<file path="config.mk">
export PLATFORM = sky130hd
export DESIGN_NAME = unsigned_alu_arbiter
export DESIGN_NICKNAME = d
export VERILOG_FILES = /design/src/rtl/unsigned_alu_arbiter.sv
export SDC_FILE = /design/constraint.sdc
export NUM_CORES = 1
export LEC_CHECK = 0
export BUFFER_PORTS_ARGS = -buffer_cell sky130_fd_sc_hd__buf_2
export CAP_MARGIN = 0
export CELL_PAD_IN_SITES_DETAIL_PLACEMENT = 0
export CELL_PAD_IN_SITES_GLOBAL_PLACEMENT = 1
export CORE_MARGIN = 5
export CORE_UTILIZATION = 25
export DETAILED_ROUTE_END_ITERATION = 6
export PLACE_DENSITY = 0.58
export REMOVE_ABC_BUFFERS = 1
export SYNTH_ARGS = -nofsm -noshare
export SYNTH_HDL_FRONTEND = slang
export SYNTH_SLANG_ARGS = --single-unit
</file>
<file path="constraint.sdc">
create_clock -name clk -period 5.65 [get_ports clk]
set_input_delay 0 -clock clk [delete_from_list [all_inputs] [get_ports clk]]
set_output_delay 0 -clock clk [all_outputs]
set_load 0.05 [all_outputs]
</file>
<file path="src/rtl/unsigned_alu_arbiter.sv">
// rtl/unsigned_alu_arbiter.sv - two-requester round-robin shared add/sub with a registered result
// SAT_EN: when defined, results that overflow or borrow saturate instead of wrapping.
module unsigned_alu_arbiter #(
    parameter int WIDTH = 8
) (
    input  logic             clk,
    input  logic             rst_n,
    input  logic             req0_valid,
    output logic             req0_ready,
    input  logic [WIDTH-1:0] req0_a,
    input  logic [WIDTH-1:0] req0_b,
    input  logic             req0_op,
    input  logic             req1_valid,
    output logic             req1_ready,
    input  logic [WIDTH-1:0] req1_a,
    input  logic [WIDTH-1:0] req1_b,
    input  logic             req1_op,
    output logic             res_valid,
    input  logic             res_ready,
    output logic             res_id,
    output logic [WIDTH-1:0] res_sum,
    output logic             res_ovf,
    output logic [7:0]       ovf_cnt
);

    typedef enum logic {EMPTY = 1'b0, FULL = 1'b1} state_t;

    state_t           state;
    state_t           state_next;
    logic             last_grant;
    logic             can_accept;
    logic             accept;
    logic             grant;
    logic [WIDTH-1:0] op_a;
    logic [WIDTH-1:0] op_b;
    logic             op_sub;
    logic [WIDTH:0]   arith;
    logic [WIDTH-1:0] sum_next;

    // rst_n gates acceptance so no ready is shown while reset is held
    assign can_accept = rst_n && ((state == EMPTY) || res_ready);
    assign grant      = (req0_valid && req1_valid) ? ~last_grant : req1_valid;
    assign accept     = can_accept && (req0_valid || req1_valid);
    assign req0_ready = accept && !grant;
    assign req1_ready = accept && grant;
    assign res_valid  = (state == FULL);

    assign op_a   = grant ? req1_a  : req0_a;
    assign op_b   = grant ? req1_b  : req0_b;
    assign op_sub = grant ? req1_op : req0_op;

    // Bit WIDTH is the carry on add and the borrow (b > a) on subtract
    assign arith = op_sub ? ({1'b0, op_a} - {1'b0, op_b})
                          : ({1'b0, op_a} + {1'b0, op_b});

`ifdef SAT_EN
    always_comb begin
        sum_next = arith[WIDTH-1:0];
        if (arith[WIDTH]) begin
            sum_next = op_sub ? '0 : '1;
        end
    end
`else
    always_comb begin
        sum_next = arith[WIDTH-1:0];
    end
`endif

    always_comb begin
        state_next = state;
        case (state)
            EMPTY: if (accept) state_next = FULL;
            FULL:  if (res_ready && !accept) state_next = EMPTY;
            default: state_next = EMPTY;
        endcase
    end

    always_ff @(posedge clk or negedge rst_n) begin
        if (!rst_n) begin
            state      <= EMPTY;
            last_grant <= 1'b1;
            res_id     <= 1'b0;
            res_sum    <= '0;
            res_ovf    <= 1'b0;
            ovf_cnt    <= 8'd0;
        end else begin
            state <= state_next;
            if (accept) begin
                last_grant <= grant;
                res_id     <= grant;
                res_sum    <= sum_next;
                res_ovf    <= arith[WIDTH];
                if (arith[WIDTH] && (ovf_cnt != 8'hFF)) begin
                    ovf_cnt <= ovf_cnt + 8'd1;
                end
            end
        end
    end

endmodule

</file>
==> results.yml, run 1 <==
sta:
  tightest_slew_ps: 824
  slew_headroom_pct: 44.9
  rsz0062_at_grt: "false"
  maxSlewViolCount: 0
  hold-worst-slack_ps: 55.3
  fin_ws_ps: 1920
  min_period_ps: 3730
  fin_tns_setup_ps: 0
  fmax_mhz: 268
  finalSetupViolations: 0
  finalCritPeriodShare_pct: 66.0
  finalHoldViolCount: 0
  fin_worst_skew_ps: 10.7
layout:
  drive_gt1_share_pct: 35.9
  multi_input_area_um2: 1020
  final-seq-area_um2: 502
  utilization_pct: 33.5
  fin_area_um2: 2010
  final_common_cell: "buf_2"
  nets: 273
  antenna_cells_inserted: 0
  fin_cells: 298
  final_cell_mix: "buf_2 (59), dfrtp_1 (19), nand2_1 (17)"
  n_fill_cell: 652
  area_growth_pct: 29.1
worst_setup_path:
  startpoint_type: "flop"
  endpoint_kind: "flop"
  cp.required_ps: 5810
  arrival_ps: 3890
  crit_fanout: 24
  crit_type: "flop to flop"
grt:
  grt_pass1_vias: 1284
  track_usage_pct: 9.52
  antenna_found_initial: 0
  grt_first_pass_wirelength_mm: 5.98
  grt_max_degree: 25
  grt.busiest_layer: "met2"
  use_met1_pct: 13.1
  use_met3_pct: 3.63
  grt.overflow.total: 0
  met2_usage_pct: 14.7
power:
  power.leakage_nw: 0.996
  ir_drop_mv: 0.258
  total_power_mw: 0.820
  powerDensity_nw_per_um2: 409
route:
  viasPerCell: 4.48
  drt_iter0_drc: 25
  routed_wl_mm: 3.82
  ant_nets: 0
  via_count: 1334
  drc: 0
  first_pass_iters: 4
  wl_per_cell_um: 12.8
worst_hold_path:
  hp-class: "input pin to flop"
clock_tree:
  cts_tree: "done"
  cts_resized: 0
  cts-root-buf: "clkbuf_8"
  cts_made_buffers: 3
  path_clk_slew_ps: 80
  cts_sinks: 20
  htreeDepth: 1
  clock_latency_ps: 260
  clock_path_buffers: 2
floorplan:
  start_util_pct: 25.9
  core-area_um2: 5990
  die_x_um: 88.8
  ioPinCount: 60
  dieArea_um2: 7890
  dieHeight_um: 88.8
  rows: 28
placed_design:
  preCtsSetupSlack_ps: 1870
  routabilityCongestion: 0.721
  place_hpwl_mm: 3.16
  io_buffer_count: 59
  placed_area_um2: 1930
  placedCellCount: 293
synthesis:
  syn_area_um2: 1550
  synth_top_cell_by_area: "dfrtp_1"
  yosys_warnings: 0
  ys_ff_latch: 20
  synthTopCellsByArea: "dfrtp_1 (31%), mux2_2 (8.0%), ha_1 (7.2%), xor2_1 (6.8%), mux2i_1 (5.8%)"
  syn_area_per_cell_um2: 9.53
  synth-seq-area-share_pct: 32.3
  synthCells: 163
  synthDistinctLibCells: 39
  yosys.area.top_type_share_pct: 30.6
status:
  status: "finished, final reports clean"
run:
  drv_cap: 0
registers in the layout, summed over array words and instances, names as in the netlist:
signal      flops
res_sum         8
ovf_cnt         8
res_ovf         1
res_valid       1
last_grant      1
res_id          1
power breakdown:
part	internal, mW	switching (mW)
sequential	0.191	0.0405
combinational	0.139	0.304
clock	0.0946	0.0510
Yosys cell counts (all sizes together):
library cell and count:
and3b 1, a311o 1, nand2 17, mux2 12
xnor2 4, nor4 3, clkbuf 2, nor2b 1
nor3b 1, buf 2, mux2i 9, a21boi 2
nor2 16, a21oi 5, nand2b 4, dfrtp 19
o211a 1, ha 9, o21a 4, dfstp 1
fa 1, nor4b 2, xor2 12, o31ai 5
o21ai 10, inv 3, a41o 1, o2111a 1
a211oi 1, a21o 2, or3 1, and2 1
nand3 3, a221oi 1, nor3 5
metal layers:
metal | up-vias | wire length (um)
li1 | 707 | -
met1 | 601 | 1730
met3 | 0 | 252
met5 | - | 0
met4 | 0 | 0
met2 | 26 | 1830
area by class of cell:
class / instances / area share [%]
Inverter: 3 / 0.561
Tap cell: 75 / 4.68
Clock buffer: 3 / 2.06
Clock inverter: 1 / 1.50
Sequential cell: 20 / 25.0
Multi-Input combinational cell: 136 / 51.0
Timing Repair Buffer: 60 / 15.2
worst max-delay path, cell delays in order (launching register included):
cell and delay (ps):
dfstp_2 390, a21boi_4 650, mux2i_1 400, o21a_1 190
and2_1 160, a21oi_1 80, xor2_1 160, ha_1 320
a21oi_1 180, nand2_1 60, o21ai_0 260, xnor2_2 190
nor2_1 230, mux2_2 350
timing repair:
| action | in CTS | in global routing |
|---|---|---|
| endpoints found under the hold margin | 19 | 0 |
| setup buffers | 0 | 0 |
| hold buffers | 1 | 0 |
cells by family (layout without fill, tap and decap cells):
kind of cell             count (synthesis)  count (layout)  synth area share, %
buffers and inverters                    7              67                 1.85
flip-flops                              20              20                 32.3
AO/OA/AOI/OAI                           34              34                 15.9
XOR/XNOR                                16              16                 9.50
adder cells (fa/ha/maj)                 10              10                 8.53
AND/OR/NAND/NOR                         55              55                 17.2
multiplexers                            21              21                 14.7
final timing paths:
check / start / endpoint / slack [ps] / depth (start not counted)
hold reg to reg: res_sum[6] / res_sum[6] / 480 / 2
min in group asynchronous: rst_n / ovf_cnt[6] / 220 / 2
hold / removal: res_ready / res_valid / 60 / 3
setup / recovery: last_grant / ovf_cnt[1] / 1920 / 13
setup reg to reg: last_grant / ovf_cnt[1] / 1920 / 13
max in group asynchronous: rst_n / last_grant / 5060 / 2
Note: power is estimated with default switching activity, not from simulation.
==> inputs of run 2 (changes only) <==
PLACE_DENSITY = 0.6   (was 0.58)
clock period = 3.25 ns   (was 5.65 ns; I/O delays follow)
==> run 2 against run 1 <==
  * Core utilization rose by 3.0 points
  * Cell count increased by 5.0%
  * Non-clock buffer count grew 15
  * Sequential cell count is the same
  * Register-to-register slack got worse by 1700 ps
  * Largest power group unchanged
==> results.yml, run 2 (synthesis gave the netlist of run 1 again) <==
sta:
  fin_ws_ps: 185
  fin_worst_skew_ps: 2.66
  maxSlewViolCount: 0
  hold-worst-slack_ps: 49.3
  min_period_ps: 3060
  fmax_mhz: 326
  slew_headroom_pct: 67.7
  finalCritPeriodShare_pct: 94.3
  finalHoldViolCount: 0
  finalSetupViolations: 0
  rsz0062_at_grt: "true"
  fin_tns_setup_ps: 0
  tightest_slew_ps: 484
worst_setup_path:
  startpoint_type: "flop"
  cp_slowest_cell: "dfstp_2"
  crit_fanout: 8
  path_cells: "a21boi_4, buf_6, buf_4, mux2_2, nand2b_1, xnor2_2, fa_2, nand2_1, a21oi_2, o21ai_1, buf_4, xnor2_4, nor2_2, mux2_4"
  arrival_ps: 3200
  crit_type: "flop to flop"
  cp.required_ps: 3390
  critical_path.max_stage_delay_ps: 390
  endpoint_kind: "flop"
  cp_common_cell: "buf_4"
floorplan:
  ioPinCount: 60
  core-area_um2: 5990
  die_x_um: 88.8
  rows: 28
  start_util_pct: 25.9
  dieHeight_um: 88.8
  dieArea_um2: 7890
placed_design:
  place_hpwl_mm: 3.36
  placedCellCount: 307
  io_buffer_count: 59
  routabilityCongestion: 0.802
  placed_area_um2: 2030
  preCtsSetupSlack_ps: 14.9
worst_hold_path:
  hp-class: "input pin to flop"
layout:
  reg_top3: "ovf_cnt (8), res_sum (8)"
  fin_area_um2: 2190
  utilization_pct: 36.5
  fin_cells: 313
  area_growth_pct: 40.7
  final_cell_mix: "buf_2 (59), dfrtp_1 (19), nand2_1 (17)"
  antenna_cells_inserted: 0
  nets: 288
  final_common_cell: "buf_2"
  drive_gt1_share_pct: 44.5
grt:
  grt_first_pass_wirelength_mm: 6.53
  grt.overflow.total: 0
  grt_max_degree: 23
  antenna_found_initial: 0
  track_usage_pct: 10.4
  grt_pass1_vias: 1424
route:
  first_pass_iters: 4
  wl_per_cell_um: 12.8
  via_count: 1420
  ant_nets: 0
  drc: 0
  drt_iter0_drc: 71
  viasPerCell: 4.54
  routed_wl_mm: 4.01
power:
  ir_drop_mv: 0.455
  total_power_mw: 1.44
  powerDensity_nw_per_um2: 660
  power.leakage_nw: 1.09
clock_tree:
  htreeDepth: 1
  cts_tree: "done"
  path_clk_slew_ps: 70
  clock_latency_ps: 250
  cts-root-buf: "clkbuf_8"
  cts_sinks: 20
  clock_path_buffers: 2
  cts_made_buffers: 3
run:
  drv_cap: 0
status:
  status: "finished, final reports clean"
[run 2: cell count changes in the layout (fill, tap and decap cells not counted), sizes merged]
cell    previous run  this run
bufinv             1         0
clkbuf             3         4
buf               59        74
[run 2: final cells by class]
class / count / area, um2
clock buffers: 4 / 45.0
multi-input cells: 136 / 1100
fillers: 641 / 3800
well taps: 75 / 93.8
inverters: 3 / 11.3
flip-flops and latches: 20 / 502
repair buffers: 75 / 429
[run 2: per-layer routing]
layer  wire length, um  GRT usage, %
met1              1810          14.0
met2              1980          17.0
met3               201          2.61
met4                24          1.65
met5                 0             0
[run 2: worst max-delay path: cells and delay by family, from the launching register on]
family | cells | cell delay, ps
muxes | 2 | 660
xor gates and xnor gates | 2 | 200
adders and majority gates | 1 | 380
DFF | 1 | 390
and+or+nand+nor | 3 | 390
AOI/OAI and AO/OA | 3 | 490
buffers and inverters | 3 | 430
[run 2: final timing paths]
check	from	to	slack, ps	depth (start not counted)
max in group asynchronous	rst_n	last_grant	2650	2
hold reg to reg	res_id	res_id	480	1
setup / recovery	last_grant	ovf_cnt[1]	190	14
min in group asynchronous	rst_n	ovf_cnt[5]	240	2
hold / removal	res_ready	res_valid	50	3
setup reg to reg	last_grant	ovf_cnt[1]	190	14
[run 2: timing repair]
item / in CTS / in global routing
gates cloned: 0 / 0
buffers inserted: 0 / 1
hold buffers: 1 / 0
pin swaps: 1 / 3
gates resized for setup: 0 / 23
hold endpoints to repair: 19 / 0
endpoints found under the setup margin: 1 / 11
[run 2: power by group]
part           leakage (nW)  internal, mW  switching [mW]  total, mW
registers             0.240         0.333          0.0683      0.401
logic                 0.825         0.308           0.569      0.877
clock network        0.0228        0.0870          0.0767      0.164
total                  1.09         0.728           0.714       1.44
==> inputs of run 3 (changes only) <==
PLACE_DENSITY = 0.58   (was 0.6)
clock period = 3.4 ns   (was 3.25 ns; I/O delays follow)
==> run 3 against run 2 <==
  * Die area is the same
  * Power shrank 1.8%
  * Core utilization shrank 1.1 points
  * Fmax shrank 4.4%
  * Routed wire length grew 2.5%
  * Sequential power shrank 4%
  * Hold slack gained 6.9 ps
  * Cell count shrank 2.2%
  * Sequential share of layout area grew 0.75 points
  * Register-to-register slack is essentially flat
  * Worst setup slack gained 9.2 ps
  * Cell area shrank 3.1%
  * Critical endpoint unchanged
  * Largest cell class unchanged
==> results.yml, run 3 (synthesis gave the netlist of run 1 again) <==
clock_tree:
  path_clk_slew_ps: 70
  clock_latency_ps: 260
  htreeDepth: 1
  cts_tree: "done"
  cts-root-buf: "clkbuf_8"
  cts_sinks: 20
  clock_path_buffers: 2
  cts_made_buffers: 3
layout:
  final_common_cell: "buf_2"
  area_growth_pct: 36.2
  reg_top3: "ovf_cnt (8), res_sum (8)"
  final_cell_mix: "buf_2 (59), dfrtp_1 (19), nand2_1 (17)"
  drive_gt1_share_pct: 41.1
  antenna_cells_inserted: 0
  nets: 281
  n_fill_cell: 637
sta:
  finalCritPeriodShare_pct: 94.3
  hold-worst-slack_ps: 56.2
  min_period_ps: 3210
  fin_tns_setup_ps: 0
  finalHoldViolCount: 0
  fin_worst_skew_ps: 4.61
  maxSlewViolCount: 0
  rsz0062_at_grt: "false"
  fmax_mhz: 312
  finalSetupViolations: 0
  tightest_slew_ps: 529
  slew_headroom_pct: 64.4
worst_setup_path:
  arrival_ps: 3350
  crit_fanout: 8
  reg2reg_depth: 12
  cp.required_ps: 3550
  endpoint_kind: "flop"
  startpoint_type: "flop"
  crit_type: "flop to flop"
grt:
  grt.overflow.total: 0
  grt_pass1_vias: 1411
  grt_first_pass_wirelength_mm: 6.51
  grt_max_degree: 24
  track_usage_pct: 10.4
  antenna_found_initial: 0
worst_hold_path:
  hold_path_depth: 3
  hp-class: "input pin to flop"
placed_design:
  routabilityCongestion: 0.760
  place_hpwl_mm: 3.43
  io_buffer_count: 59
floorplan:
  core-area_um2: 5990
  dieArea_um2: 7890
  ioPinCount: 60
  start_util_pct: 25.9
  die_x_um: 88.8
  rows: 28
  dieHeight_um: 88.8
run:
  drv_cap: 0
route:
  via_count: 1397
  drc: 0
  first_pass_iters: 4
  routed_wl_mm: 4.11
  viasPerCell: 4.57
  drt_iter0_drc: 16
  ant_nets: 0
  wl_per_cell_um: 13.4
power:
  power.leakage_nw: 1.04
  powerDensity_nw_per_um2: 669
  ir_drop_mv: 0.480
status:
  status: "finished, final reports clean"
[run 3: changes by cell type in the layout (fill, tap and decap cells not counted), sizes merged]
cell / change
buf: -7
clkbuf: -1
bufinv: +1
[run 3: area by class of cell]
cell class	instances	area, um2	area share (%)
repair buffers	68	369	17.4
multi-input cells	136	1070	50.5
clock buffers	3	41.3	1.95
inverters	3	11.3	0.532
clock inverters	1	30.0	1.42
flip-flops and latches	20	502	23.7
well taps	75	93.8	4.43
[run 3: what timing repair did]
action	4_1_cts	5_1_grt
endpoints found under the hold margin	19	0
setup endpoints to repair	0	7
setup buffers	0	1
hold buffers	1	0
gates resized for setup	0	12
[run 3: final timing paths]
check                           slack (ps)  startpoint         end
worst max-delay path                   190  last_grant  ovf_cnt[1]
worst min-delay path                    60  req1_valid   res_valid
worst max register to register         190  last_grant  ovf_cnt[1]
worst min register to register         470      res_id      res_id
max in group asynchronous             2850       rst_n  last_grant
min in group asynchronous              270       rst_n  ovf_cnt[4]
[run 3: per-stage QoR]
step           area, um2  setup slack, ps  util [%]  power (mW)  std cells
2_1_floorplan       1540             34.5         -       0.947        159
3_3_place_gp        1980              134      33.0        1.15        300
3_5_place_dp        1980             44.5      33.0        1.15        300
4_1_cts             2060             12.3      34.4        1.40        305
5_1_grt             2120             8.93      35.3        1.52        306
6_report            2120              195      35.3        1.42        306
[run 3: report_power, final]
group	switching, mW	internal [mW]
clock	0.0823	0.157
sequential	0.0682	0.318
combinational	0.533	0.257
total	0.684	0.732
[run 3: routing by layer]
layer | vias up | wire [um] | GRT usage (%)
li1 | 726 | - | -
met1 | 642 | 1920 | 14.3
met2 | 29 | 1970 | 16.9
met3 | 0 | 222 | 3.17
met4 | 0 | 0 | 0.824
met5 | - | 0 | 0
[run 3: critical path, stage by stage, from the launching register on]
cell	delay, ps
dfstp_2	380
a21boi_4	310
buf_4	230
mux2_2	360
nand2b_1	90
xnor2_1	180
fa_1	270
nand2_1	80
a21oi_1	340
o21ai_4	130
xnor2_4	190
nor2_2	190
mux2_2	350
